### src/rtl/ttl_decoder_rr_arbiter.sv
// Round-robin arbiter presenting the winner as a binary select (A) and a one-hot grant (Y),
// with a bounded hold time and a forced idle cycle between consecutive grants.
module ttl_decoder_rr_arbiter #(
   parameter int WIDTH_OUT  = 8,
   parameter int WIDTH_IN   = $clog2(WIDTH_OUT),
   parameter int HOLD_MAX   = 4,
   parameter int DELAY_RISE = 0,
   parameter int DELAY_FALL = 0
) (
   input  logic                 Clk,
   input  logic                 Clear_bar,
   input  logic                 Enable,
   input  logic [WIDTH_OUT-1:0] Request,
   input  logic                 Done,
   output logic [WIDTH_IN-1:0]  A,
   output logic [WIDTH_OUT-1:0] Y,
   output logic                 Valid
);

   typedef enum logic {IDLE, GRANT} state_t;

   localparam logic [7:0] HOLD_LIM = 8'(HOLD_MAX);
   localparam bit PARAMS_OK = (HOLD_MAX >= 1) && (HOLD_MAX <= 255) &&
                              (DELAY_RISE >= 0) && (DELAY_FALL >= 0);

   state_t               state;
   logic [WIDTH_IN-1:0]  ptr;
   logic [7:0]           hold;
   logic [WIDTH_IN-1:0]  a_p0;
   logic [WIDTH_OUT-1:0] y_p0;
   logic                 vld_p0;

   logic                 win_found;
   logic [WIDTH_IN-1:0]  win_idx;
   logic                 release_now;
   logic [WIDTH_IN-1:0]  ptr_next;

   // First requester at or after ptr, wrapping; the releasing grantee sits last in line.
   always_comb begin
      win_found = 1'b0;
      win_idx   = '0;
      for (int k = 0; k < WIDTH_OUT; k++) begin
         if (!win_found && Request[WIDTH_IN'((int'(ptr) + k) % WIDTH_OUT)]) begin
            win_found = 1'b1;
            win_idx   = WIDTH_IN'((int'(ptr) + k) % WIDTH_OUT);
         end
      end
   end

   always_comb begin
      release_now = Done || !Request[a_p0] || !Enable || (hold == HOLD_LIM);
      if (int'(a_p0) == WIDTH_OUT - 1)
         ptr_next = '0;
      else
         ptr_next = a_p0 + WIDTH_IN'(1);
   end

   always_ff @(posedge Clk) begin
      if (!Clear_bar) begin
         state  <= IDLE;
         ptr    <= '0;
         hold   <= '0;
         a_p0   <= '0;
         y_p0   <= '0;
         vld_p0 <= 1'b0;
      end else begin
         case (state)
            IDLE: begin
               if (Enable && win_found) begin
                  a_p0   <= win_idx;
                  y_p0   <= WIDTH_OUT'(1) << win_idx;
                  vld_p0 <= 1'b1;
                  hold   <= 8'd1;
                  state  <= GRANT;
               end
            end
            GRANT: begin
               if (release_now) begin
                  y_p0   <= '0;
                  vld_p0 <= 1'b0;
                  ptr    <= ptr_next;
                  hold   <= '0;
                  state  <= IDLE;
               end else begin
                  hold   <= hold + 8'd1;
               end
            end
            default: state <= IDLE;
         endcase
      end
   end

   // Propagation delays belong to the downstream discrete parts; the registered outputs carry
   // none here, so an illegal parameter set simply keeps every grant off.
   if (PARAMS_OK) begin : g_out
      assign A     = a_p0;
      assign Y     = y_p0;
      assign Valid = vld_p0;
   end else begin : g_out_off
      assign A     = '0;
      assign Y     = '0;
      assign Valid = 1'b0;
   end

endmodule

### config.mk
export PLATFORM = sky130hd
export DESIGN_NAME = ttl_decoder_rr_arbiter
export DESIGN_NICKNAME = d
export VERILOG_FILES = /design/src/rtl/ttl_decoder_rr_arbiter.sv
export SDC_FILE = /design/constraint.sdc
export NUM_CORES = 1
export LEC_CHECK = 0
export ABC_AREA = 1
export BUFFER_PORTS_ARGS = -buffer_cell sky130_fd_sc_hd__buf_4
export CAP_MARGIN = 10
export CORE_ASPECT_RATIO = 0.8
export CORE_MARGIN = 3
export CORE_UTILIZATION = 59
export DETAILED_ROUTE_END_ITERATION = 10
export PLACE_DENSITY = 0.8
export REMOVE_ABC_BUFFERS = 1
export SYNTH_ARGS = -nofsm -noshare
export SYNTH_HDL_FRONTEND = slang
export SYNTH_SLANG_ARGS = --single-unit
### constraint.sdc
create_clock -name Clk -period 3.5 [get_ports Clk]
set_input_delay 0.875 -clock Clk [delete_from_list [all_inputs] [get_ports Clk]]
set_output_delay 0.875 -clock Clk [all_outputs]
set_load 0.01 [all_outputs]
==> metrics.md <==
| Metric | Value |
|---|---|
| Fin Clk Skew | 0.003463 ns |
| Crit path time final | 3.115 ns |
| Hold buffer count at cts | 0 |
| Layout cell share with drive strength beyond 1 | 0.2153 |
| Starting DRT DRC Count | 255 |
| #FFs+latches synth | 24 |
| Core ar. | 0.003266 mm^2 |
| Cell taking the most area after synthesis | dfxtp_1 |
| Crit path max-delay family | simple AND/OR/NAND/NOR gates |
| Unrepaired setup endpoints after global routing | false |
| Vias in the first global route | 1841 |
| Post-CTS setup buffer count | 0 |
| FMAX | 321.1 MHz |
| Gate Count Post-Synth | 317 |
| Post-synth top area share | 0.2270 |
| Num CTS Buffers | 3 |
| Setup crit start kind | flop |
| Setup crit end kind | flop |
| Sw Share | 0.4446 |
| Largest net degree at the start of global routing | 17 |
| Arr. time, crit path | 3.32 ns |
| Tightest hold margin | 0.4576 ns |
| Kind of critical path | flop to flop |
| Crit Path Max Fanout | 10 |
| DP Wirelength | 4.086 mm |
| Buffers on Ports | 23 |
| Final hold vios | 0 |
| Post-CTS resize count | 0 |
| TritonRoute pass-1 iters | 5 |
| Leakage power | 1.104 nW |
| Initial Utilization | 0.6483 |
| Die width | 72.97 um |
| Global route overflow | 0 |
| Worst rel slew slack | 0.5678 |
| Post-route DRC | 0 |
| Mean Syn Cell Area | 6.678 um^2 |
| Max Cap Violations | 0 |
| H-tree Lvls | 1 |
| Drt wl/cell | 13.54 um |
| Netlist Area Pre-Place | 0.002117 mm^2 |
| Clock network power share | 0.216 |
| Gate power share | 0.497 |
| Crit-path slowest cell | dfxtp_1 |
| Crit path cell chain | inv_2, ha_1, inv_1, nand3_2, nand3_2, nand2_4, nor2_8, nand4_4, nor2_8, nand3b_4, nand2_4, nor2_8, inv_4, nand2_4, clkinv_4, nand2_2, a21oi_2 |
| Tot GR Track Use | 0.2509 |
| CTS tree | built |
| Pwr dens | 485.2 mW/mm^2 |
| Total detailed-routing wirelength | 5.132 mm |
| Netlist cell types | 41 |
| WP data required | 3.71 ns |
| Reg power frac | 0.288 |
| Rows | 18 |
| Final Max Tran Viols | 0 |
| Via Count | 2171 |
| First-pass GRT wire length | 8.556 mm |
| CTS Sinks | 24 |
| CP Buf/Inv Count | 4 |
| Clock buffer depth | 2 |
| Clk Tree Root Cell | clkbuf_8 |
| Maximum vdd drop | 0.0002924 V |
| Vias per cell | 5.728 |
| Net load switching power | 0.0005104 W |
| Layout Area Growth over Synthesis | 11.76% |
| Seq/Total Area, Yosys | 0.2270 |
| Final period util | 0.8899 |
| Outcome | complete, no violations |
| Hold Crit Class | flop to flop |
| Final setup TNS | 0 ns |
| P_int | 0.0006375 W |
| Die Ht | 59.58 um |
| Antenna cells | 0 |
| Final nets | 358 |
| Worst-Margin Slew | 0.6476 ns |
| Io pins | 24 |
| Clock slew at reported path FFs | 0.09 ns |
| Synth area leaders | dfxtp_1, nand2_1, nand3_1 |
| Clk Latency, worst-skew pair | 0.27 ns |
| Yosys Warn Count | 0 |
| Slowest Stage Delay on Critical Path | 0.59 ns |
| Final ANT Viol Nets | 0 |
| DIE AREA | 0.004347 mm^2 |
| Setup-failing EPs final | 0 |
| GP Congestion | 0.9057 |
| Initial antenna violation count | 0 |
## Yosys cell counts (all sizes together)
master	n
clkinv	1
nand4	9
xor2	3
nor4	1
inv	31
buf	5
nand3b	4
nor3b	1
nor2	37
a32oi	1
nand3	50
a21oi	24
o21ai	7
o211ai	1
nand2	100
nor3	3
dfxtp	24
mux2i	1
a31oi	1
o221ai	1
or2	1
clkbuf	1
xnor2	3
ha	6
o21bai	1
## power by group through the flow
stage / logic (W) / registers (W) / clock network, W
2_1_floorplan: 0.000412 / 0.000341 / 0
3_3_place_gp: 0.000553 / 0.000334 / 0
3_5_place_dp: 0.000558 / 0.000335 / 0
4_1_cts: 0.000560 / 0.000329 / 0.000251
5_1_grt: 0.000633 / 0.000334 / 0.000259
6_report: 0.000570 / 0.000330 / 0.000247
## cell usage in the layout, fill, tap and decap left out, drive strengths merged
cell type    n
nor3b        1
a21oi       24
nand3       50
a32oi        1
o21bai       1
nor4         1
clkinv       1
o211ai       1
nor2        37
buf         24
xnor2        3
clkbuf       3
inv         31
o221ai       1
or2          1
a31oi        1
nand4        9
o21ai        7
nor3         3
mux2i        1
xor2         3
nand3b       4
ha           6
nand2      100
bufinv       1
dfxtp       24
## area by class of cell
class / instances / area, um^2
fillers: 290 / 899.6
well taps: 40 / 50.05
repair buffers: 24 / 180.2
clock inverters: 1 / 30.03
inverters: 32 / 130.1
clock buffers: 3 / 41.29
flip-flops and latches: 24 / 480.5
multi-input cells: 255 / 1454
## worst reg2reg max path: stages, from the launching register on
cell	delay, ns
dfxtp_1	0.59
inv_2	0.18
ha_1	0.42
inv_1	0.29
nand3_2	0.16
nand3_2	0.14
nand2_4	0.08
nor2_8	0.16
nand4_4	0.16
nor2_8	0.18
nand3b_4	0.12
nand2_4	0.10
nor2_8	0.06
inv_4	0.09
nand2_4	0.05
clkinv_4	0.10
nand2_2	0.06
a21oi_2	0.13
## routing by layer
layer | GRT usage | part of all wire | up-vias
met5 | 0 | 0 | -
li1 | - | - | 1094
met3 | 0.04915 | 0.093 | 4
met2 | 0.3470 | 0.41 | 101
met1 | 0.3977 | 0.50 | 972
met4 | 0.04474 | 0.0049 | 0
## state kept, by name (all words and copies together) (netlist names)
signal  flops
hold        8
state       1
A           3
ptr         3
Valid       1
Y           8
## metrics by stage
step | instances | utilization | cell area [um^2] | setup slack (ns) | total power, W
global placement | 375 | 0.7027 | 2295 | 0.5383 | 0.0008877
detailed placement | 375 | 0.7027 | 2295 | 0.4589 | 0.0008936
global route | 379 | 0.7245 | 2366 | 0.07611 | 0.001226
finish | 379 | 0.7245 | 2366 | 0.3855 | 0.001148
CTS | 379 | 0.7245 | 2366 | 0.4203 | 0.001141
floorplan | 311 | - | 2064 | 0.7389 | 0.0007528
## logic make-up after synthesis
group,share of synthesized area
flip-flops,0.2269
adder cells (fa/ha/maj),0.03546
multiplexers,0.004728
AND/OR/NAND/NOR,0.4982
AO/OA/AOI/OAI,0.1164
buffers and inverters,0.08628
XOR/XNOR,0.03192
## path summary, 6_finish.rpt
check / startpoint / endpoint / slack [ns] / cells past startpoint
worst max-delay path: ptr[1] / Y[4] / 0.39 / 17
worst min-delay path: Valid / Valid / 0.46 / 2
worst max register to register: ptr[1] / Y[4] / 0.39 / 17
worst min register to register: Valid / Valid / 0.46 / 2
(Power assumes the default switching activity.)
